### config.mk
export PLATFORM = sky130hd
export DESIGN_NAME = fib_sched
export DESIGN_NICKNAME = d
export VERILOG_FILES = /design/src/rtl/fib_sched.sv
export SDC_FILE = /design/constraint.sdc
export NUM_CORES = 1
export LEC_CHECK = 0
export BUFFER_PORTS_ARGS = -buffer_cell sky130_fd_sc_hd__buf_2
export CORE_MARGIN = 3
export CORE_UTILIZATION = 57
export DETAILED_ROUTE_END_ITERATION = 8
export GPL_TIMING_DRIVEN = 0
export PLACE_DENSITY = 0.87
export SYNTH_ARGS = -nofsm -noshare
export SYNTH_HDL_FRONTEND = slang
export SYNTH_SLANG_ARGS = --single-unit
export TNS_END_PERCENT = 5
### constraint.sdc
create_clock -name clk -period 5.44 [get_ports clk]
set_clock_uncertainty 0.2 [all_clocks]
set_input_delay 0.272 -clock clk [delete_from_list [all_inputs] [get_ports clk]]
set_output_delay 0.272 -clock clk [all_outputs]
set_load 0.02 [all_outputs]
### src/rtl/fib_sched.sv
// fib_sched: round-robin scheduler sharing one fibonacci engine among N_REQ
// requesters. The engine latches its result until reset, so the scheduler
// owns the engine reset and pulses it after every launched job.
// Optional watchdog in WAIT: define FIB_SCHED_TIMEOUT_EN.
module fib_sched #(
  parameter int unsigned N_REQ          = 4,
  parameter int unsigned TIMEOUT_CYCLES = 1024
) (
  input  logic                 clk,
  input  logic                 reset_n,
  input  logic [N_REQ-1:0]     req_valid,
  input  logic [N_REQ*16-1:0]  req_n,
  output logic [N_REQ-1:0]     req_ready,
  output logic [N_REQ-1:0]     rsp_valid,
  output logic [15:0]          rsp_data,
  output logic                 rsp_err,
  output logic [15:0]          eng_din,
  output logic                 eng_start,
  output logic                 eng_reset,
  input  logic [15:0]          eng_dout,
  input  logic                 eng_done
);

  localparam int unsigned IDW = $clog2(N_REQ);
  localparam logic [N_REQ-1:0] ONE = {{(N_REQ-1){1'b0}}, 1'b1};

  if (N_REQ < 2 || N_REQ > 8 || TIMEOUT_CYCLES < 1) begin : g_param_check
    $error("fib_sched: N_REQ must be 2..8 and TIMEOUT_CYCLES at least 1");
  end

  typedef enum logic [1:0] {
    S_IDLE,
    S_LAUNCH,
    S_WAIT,
    S_RESP
  } state_t;

  state_t           state_q;
  logic [IDW-1:0]   last_q;
  logic [IDW-1:0]   id_q;
  logic [15:0]      n_q;
  logic [N_REQ-1:0] rsp_valid_q;
  logic [15:0]      rsp_data_q;
  logic [15:0]      eng_din_q;
  logic             eng_start_q;
  logic             eng_reset_q;

  logic [15:0]      req_n_a [N_REQ];
  logic             grant_vld;
  logic [IDW-1:0]   grant_id;
  logic [15:0]      grant_n;

  for (genvar i = 0; i < N_REQ; i++) begin : g_unpack
    assign req_n_a[i] = req_n[16*i +: 16];
  end

  // Round-robin search starting one past the last accepted requester.
  always_comb begin
    int unsigned idx;
    idx       = 0;
    grant_vld = 1'b0;
    grant_id  = '0;
    grant_n   = '0;
    for (int unsigned k = 0; k < N_REQ; k++) begin
      idx = (32'(last_q) + 1 + k) % N_REQ;
      if (!grant_vld && req_valid[IDW'(idx)]) begin
        grant_vld = 1'b1;
        grant_id  = IDW'(idx);
        grant_n   = req_n_a[IDW'(idx)];
      end
    end
  end

  // req_ready must answer within the IDLE cycle it is requested in, so it is
  // decoded from state and inputs rather than registered; held low in reset.
  assign req_ready = (state_q == S_IDLE && grant_vld && reset_n) ? (ONE << grant_id) : '0;

`ifdef FIB_SCHED_TIMEOUT_EN
  localparam int unsigned WDW = $clog2(TIMEOUT_CYCLES + 1);
  logic [WDW-1:0] wd_q;
  logic           rsp_err_q;
  assign rsp_err = rsp_err_q;
`else
  assign rsp_err = 1'b0;
`endif

  // Scheduler FSM; outputs are registered on the transition into each state.
  always_ff @(posedge clk or negedge reset_n) begin
    if (!reset_n) begin
      state_q     <= S_IDLE;
      last_q      <= IDW'(N_REQ - 1);
      id_q        <= '0;
      n_q         <= '0;
      rsp_valid_q <= '0;
      rsp_data_q  <= '0;
      eng_din_q   <= '0;
      eng_start_q <= 1'b0;
      eng_reset_q <= 1'b1;
`ifdef FIB_SCHED_TIMEOUT_EN
      wd_q        <= '0;
      rsp_err_q   <= 1'b0;
`endif
    end else begin
      rsp_valid_q <= '0;
      rsp_data_q  <= '0;
      eng_din_q   <= '0;
      eng_start_q <= 1'b0;
      eng_reset_q <= 1'b0;
`ifdef FIB_SCHED_TIMEOUT_EN
      rsp_err_q   <= 1'b0;
`endif
      case (state_q)
        S_IDLE: begin
          if (grant_vld) begin
            last_q <= grant_id;
            id_q   <= grant_id;
            n_q    <= grant_n;
            if (grant_n == 16'd0) begin
              // F(0) needs no engine run: answer directly, no engine reset.
              state_q     <= S_RESP;
              rsp_valid_q <= ONE << grant_id;
            end else begin
              state_q     <= S_LAUNCH;
              eng_start_q <= 1'b1;
              eng_din_q   <= grant_n;
            end
          end
        end
        S_LAUNCH: begin
          // eng_done is deliberately ignored here.
          state_q   <= S_WAIT;
          eng_din_q <= n_q;
`ifdef FIB_SCHED_TIMEOUT_EN
          wd_q      <= '0;
`endif
        end
        S_WAIT: begin
          if (eng_done) begin
            state_q     <= S_RESP;
            rsp_valid_q <= ONE << id_q;
            rsp_data_q  <= eng_dout;
            eng_reset_q <= 1'b1;
          end
`ifdef FIB_SCHED_TIMEOUT_EN
          else if (wd_q == WDW'(TIMEOUT_CYCLES - 1)) begin
            state_q     <= S_RESP;
            rsp_valid_q <= ONE << id_q;
            rsp_err_q   <= 1'b1;
            eng_reset_q <= 1'b1;
          end else begin
            wd_q      <= wd_q + 1'b1;
            eng_din_q <= n_q;
          end
`else
          else begin
            eng_din_q <= n_q;
          end
`endif
        end
        S_RESP: begin
          state_q <= S_IDLE;
        end
        default: begin
          state_q <= S_IDLE;
        end
      endcase
    end
  end

  assign rsp_valid = rsp_valid_q;
  assign rsp_data  = rsp_data_q;
  assign eng_din   = eng_din_q;
  assign eng_start = eng_start_q;
  assign eng_reset = eng_reset_q;

endmodule

==> flow_metrics.py <==
metrics = {
    "global_routing": {
        "grt_max_degree": 65,
        "grt.busiest_layer": "met2",
        "use_met1": 0.3365,
        "gr-total-overflow": 0,
        "grtUsageMet3": 0.04006,
        "antenna_found_initial": 0,
        "use_met2": 0.4831,
        "grt_pass1_vias": 4061,
        "track_usage": 0.2755,
        "grt_pass1_wl_um": 19240,
    },
    "clocking": {
        "clock_latency_ns": 0.33,
        "cts_buffer_depth": 2,
        "clockRootBuffer": "clkbuf_8",
        "cts_htree_levels": 3,
        "cts_resized": 0,
        "cts_sinks": 60,
        "cts-buffers-inserted": 9,
        "cts_tree": "built",
        "clk_pin_slew_ns": 0.06,
    },
    "timing": {
        "fmax_mhz": 284.5,
        "hold-worst-slack_ns": 0.01072,
        "setup_viol": 0,
        "hold_violations": 0,
        "worst_slack_ns": 1.925,
        "setup_tns_ns": 0,
        "maxSlewHeadroom": 0.3400,
        "min_period_over_period": 0.6461,
        "maxSlewViolCount": 0,
        "rsz0062_at_grt": "false",
        "worst_slew_pin_slew_ns": 0.9651,
        "layout_min_cycle_time_ns": 3.515,
    },
    "synth": {
        "synth_fp_nets": 512,
        "postSynthRegisterBits": 60,
        "netlist.area_leader.share": 0.3236,
        "ys_types": 53,
        "synth.avg_cell_area_um2": 10.47,
        "synth_edf_count": 0,
        "synthArstFlopShare": 1.000,
        "synth_area_mm2": 0.004408,
        "synth_top_cell_by_area": "dfrtp_1",
        "synth_top_cells_by_area": "dfrtp_1 (32%), mux4_2 (15%), mux2i_1 (7.5%), nor2_1 (3.3%), a21o_1 (2.9%)",
        "netlist_instances": 421,
        "seq_area_frac_synth": 0.3415,
        "ys.flop_type": "dfrtp_1",
        "yosysWarnings": 0,
    },
    "place": {
        "gp_congestion": 0.9472,
        "dp_slack_ns": 2.036,
        "place_inst": 647,
        "numPortBuffers": 127,
        "place.detailed.hpwl_um": 8927,
        "placed_area_mm2": 0.005167,
    },
    "die": {
        "die_w_um": 93.94,
        "fp-row-count": 31,
        "start_util": 0.5981,
        "die_area_mm2": 0.008825,
        "boundaryPins": 130,
        "die_h_um": 93.94,
        "core_mm2": 0.007370,
    },
    "worst_setup_path": {
        "start_kind": "flip-flop",
        "critPathKind": "reg -> reg",
        "cp-end-kind": "flip-flop",
        "reg2reg_depth": 8,
        "worstPathMaxFanout": 10,
        "cp.required_ns": 5.46,
        "crit_arrival_ns": 3.53,
        "r2r-start": "last_q[1]",
        "r2r-end": "rsp_valid[2]",
        "r2r_slack_ns": 1.93,
    },
    "layout": {
        "layout-drive-gt1-share": 0.3663,
        "final_cell_area_mm2": 0.005472,
        "syn_to_final_growth_pct": 24.13,
        "final_util": 0.7424,
        "layout.nets": 662,
        "fin_cells": 675,
        "diodes": 0,
    },
    "power_and_ir_drop": {
        "worst_ir_drop_vdd_v": 0.0002321,
        "power_frac_seq": 0.244,
        "p_int_mw": 1.566,
        "finalPower_mw": 2.759,
        "comb_power_share": 0.627,
        "power_frac_clock": 0.129,
        "switching_power_mw": 1.193,
        "p_leak_nw": 2.808,
        "power_switching_share": 0.4325,
        "powerDensity_mw_per_mm2": 504.3,
    },
    "status": {
        "status": "completed",
    },
    "min_path": {
        "hold_class": "in -> reg",
        "hold_end": "rsp_data[12]",
        "hp-start": "eng_dout[12]",
        "hold_path_depth": 2,
    },
    "drt": {
        "routed_wl_um": 12010,
        "ant_nets": 0,
        "drtIter0Drc": 226,
        "wl_per_cell_um": 17.80,
        "first_pass_iters": 5,
        "drc": 0,
        "vias_per_cell": 6.161,
        "route.vias.total": 4159,
    },
    "job": {
        "maxCapViolations": 0,
    },
}
[critical path, stage by stage, from the launching register on]
cell       delay (ns)
dfstp_2          0.59
buf_4            0.24
buf_2            0.28
mux4_2           0.32
nor2b_1          0.14
a2111oi_0        0.77
and4_1           0.32
nand4_2          0.20
o31ai_1          0.34
[layout make-up]
class / instances / area, um^2
Multi-Input combinational cell: 313 / 2620
Clock buffer: 15 / 176.4
Sequential cell: 60 / 1505
Inverter: 12 / 45.04
Clock inverter: 1 / 5.005
Tap cell: 99 / 123.9
Fill cell: 529 / 1898
Timing Repair Buffer: 139 / 758.2
Buffer: 36 / 237.7
[worst max-delay path by stage]
stage,startpoint,slack (ns),endpoint
final,last_q[1],1.93,rsp_valid[2]
after floorplan,last_q[1],2.65,state_q[1]
after global routing,last_q[1],1.79,state_q[1]
after global placement,last_q[1],2.05,state_q[1]
after CTS,last_q[1],2.02,state_q[1]
after detailed placement,last_q[1],2.04,state_q[1]
[placed cells by master, fill, tap and decap left out, types with 2 or more instances in the layout]
cell type and count:
a2111oi_0 3, a2111oi_1 11, a211oi_1 16, a21o_1 17, a21oi_1 21, and2_1 11, and3_1 20, and4_1 3
buf_1 2, buf_2 136, buf_4 5, buf_6 7, buf_8 2, clkbuf_1 14, clkbuf_8 12, dfrtp_1 57
dfstp_2 3, dlygate4sd3_1 12, ha_1 4, inv_1 11, mux2_2 4, mux2i_1 33, mux4_2 29, nand2_1 14
nand2b_1 8, nand3_1 4, nand3b_1 3, nor2_1 39, nor2b_1 18, o21ai_0 3, o221ai_1 4, o22ai_1 16
o31ai_1 7, or2_2 2, or3_1 3, or3b_2 2
[cells in the mapped netlist, types with 3 or more instances]
library cell  instances
a2111oi_1            11
buf_4                 4
and3_1               20
mux2i_1              33
nand3b_1              3
nor2_1               39
o31ai_1               7
buf_6                 7
or3_1                 3
clkbuf_1             11
o221ai_1              4
dfstp_2               3
a211oi_1             16
a21o_1               17
mux2_2                4
nand3_1               4
o21ai_0               3
buf_2                10
nand2_1              14
ha_1                  4
and4_1                3
a2111oi_0             3
nand2b_1              8
a21oi_1              21
o22ai_1              16
and2_1               11
inv_1                11
mux4_2               29
dfrtp_1              57
nor2b_1              18
[power groups by stage]
stage | sequential [mW] | clock (mW) | combinational, mW
detailed placement | 0.678 | 0 | 1.70
finish | 0.674 | 0.355 | 1.73
global route | 0.691 | 0.383 | 1.88
global placement | 0.671 | 0 | 1.65
CTS | 0.673 | 0.362 | 1.71
floorplan | 0.748 | 0 | 1.21
[registers in the layout, summed over array words and instances, names as in the netlist]
signal,cells
state_q,2
rsp_valid,4
eng_start,1
n_q,16
eng_din,16
id_q,2
last_q,2
rsp_data,16
eng_reset,1
[what timing repair did]
action | 4_1_cts | 5_1_grt
setup buffers | 0 | 0
endpoints found under the hold margin | 11 | 57
hold buffers | 11 | 1
setup endpoints to repair | 0 | 0
[kinds of logic after synthesis]
group / after synthesis / share of synthesized area
AND/OR/NAND/NOR: 132 / 0.1644
AO/OA/AOI/OAI: 109 / 0.1820
multiplexers: 67 / 0.2359
flip-flops: 60 / 0.3415
buffers and inverters: 48 / 0.06415
adder cells (fa/ha/maj): 4 / 0.01135
other: 1 / 0.0008507
[routing by layer]
| metal | routed length, um | part of all wire | up-vias |
|---|---|---|---|
| met4 | 291 | 0.024 | 0 |
| met1 | 4606 | 0.38 | 2008 |
| li1 | - | - | 1895 |
| met5 | 0 | 0 | - |
| met3 | 1034 | 0.086 | 33 |
| met2 | 6082 | 0.51 | 223 |
(Power assumes the default switching activity.)
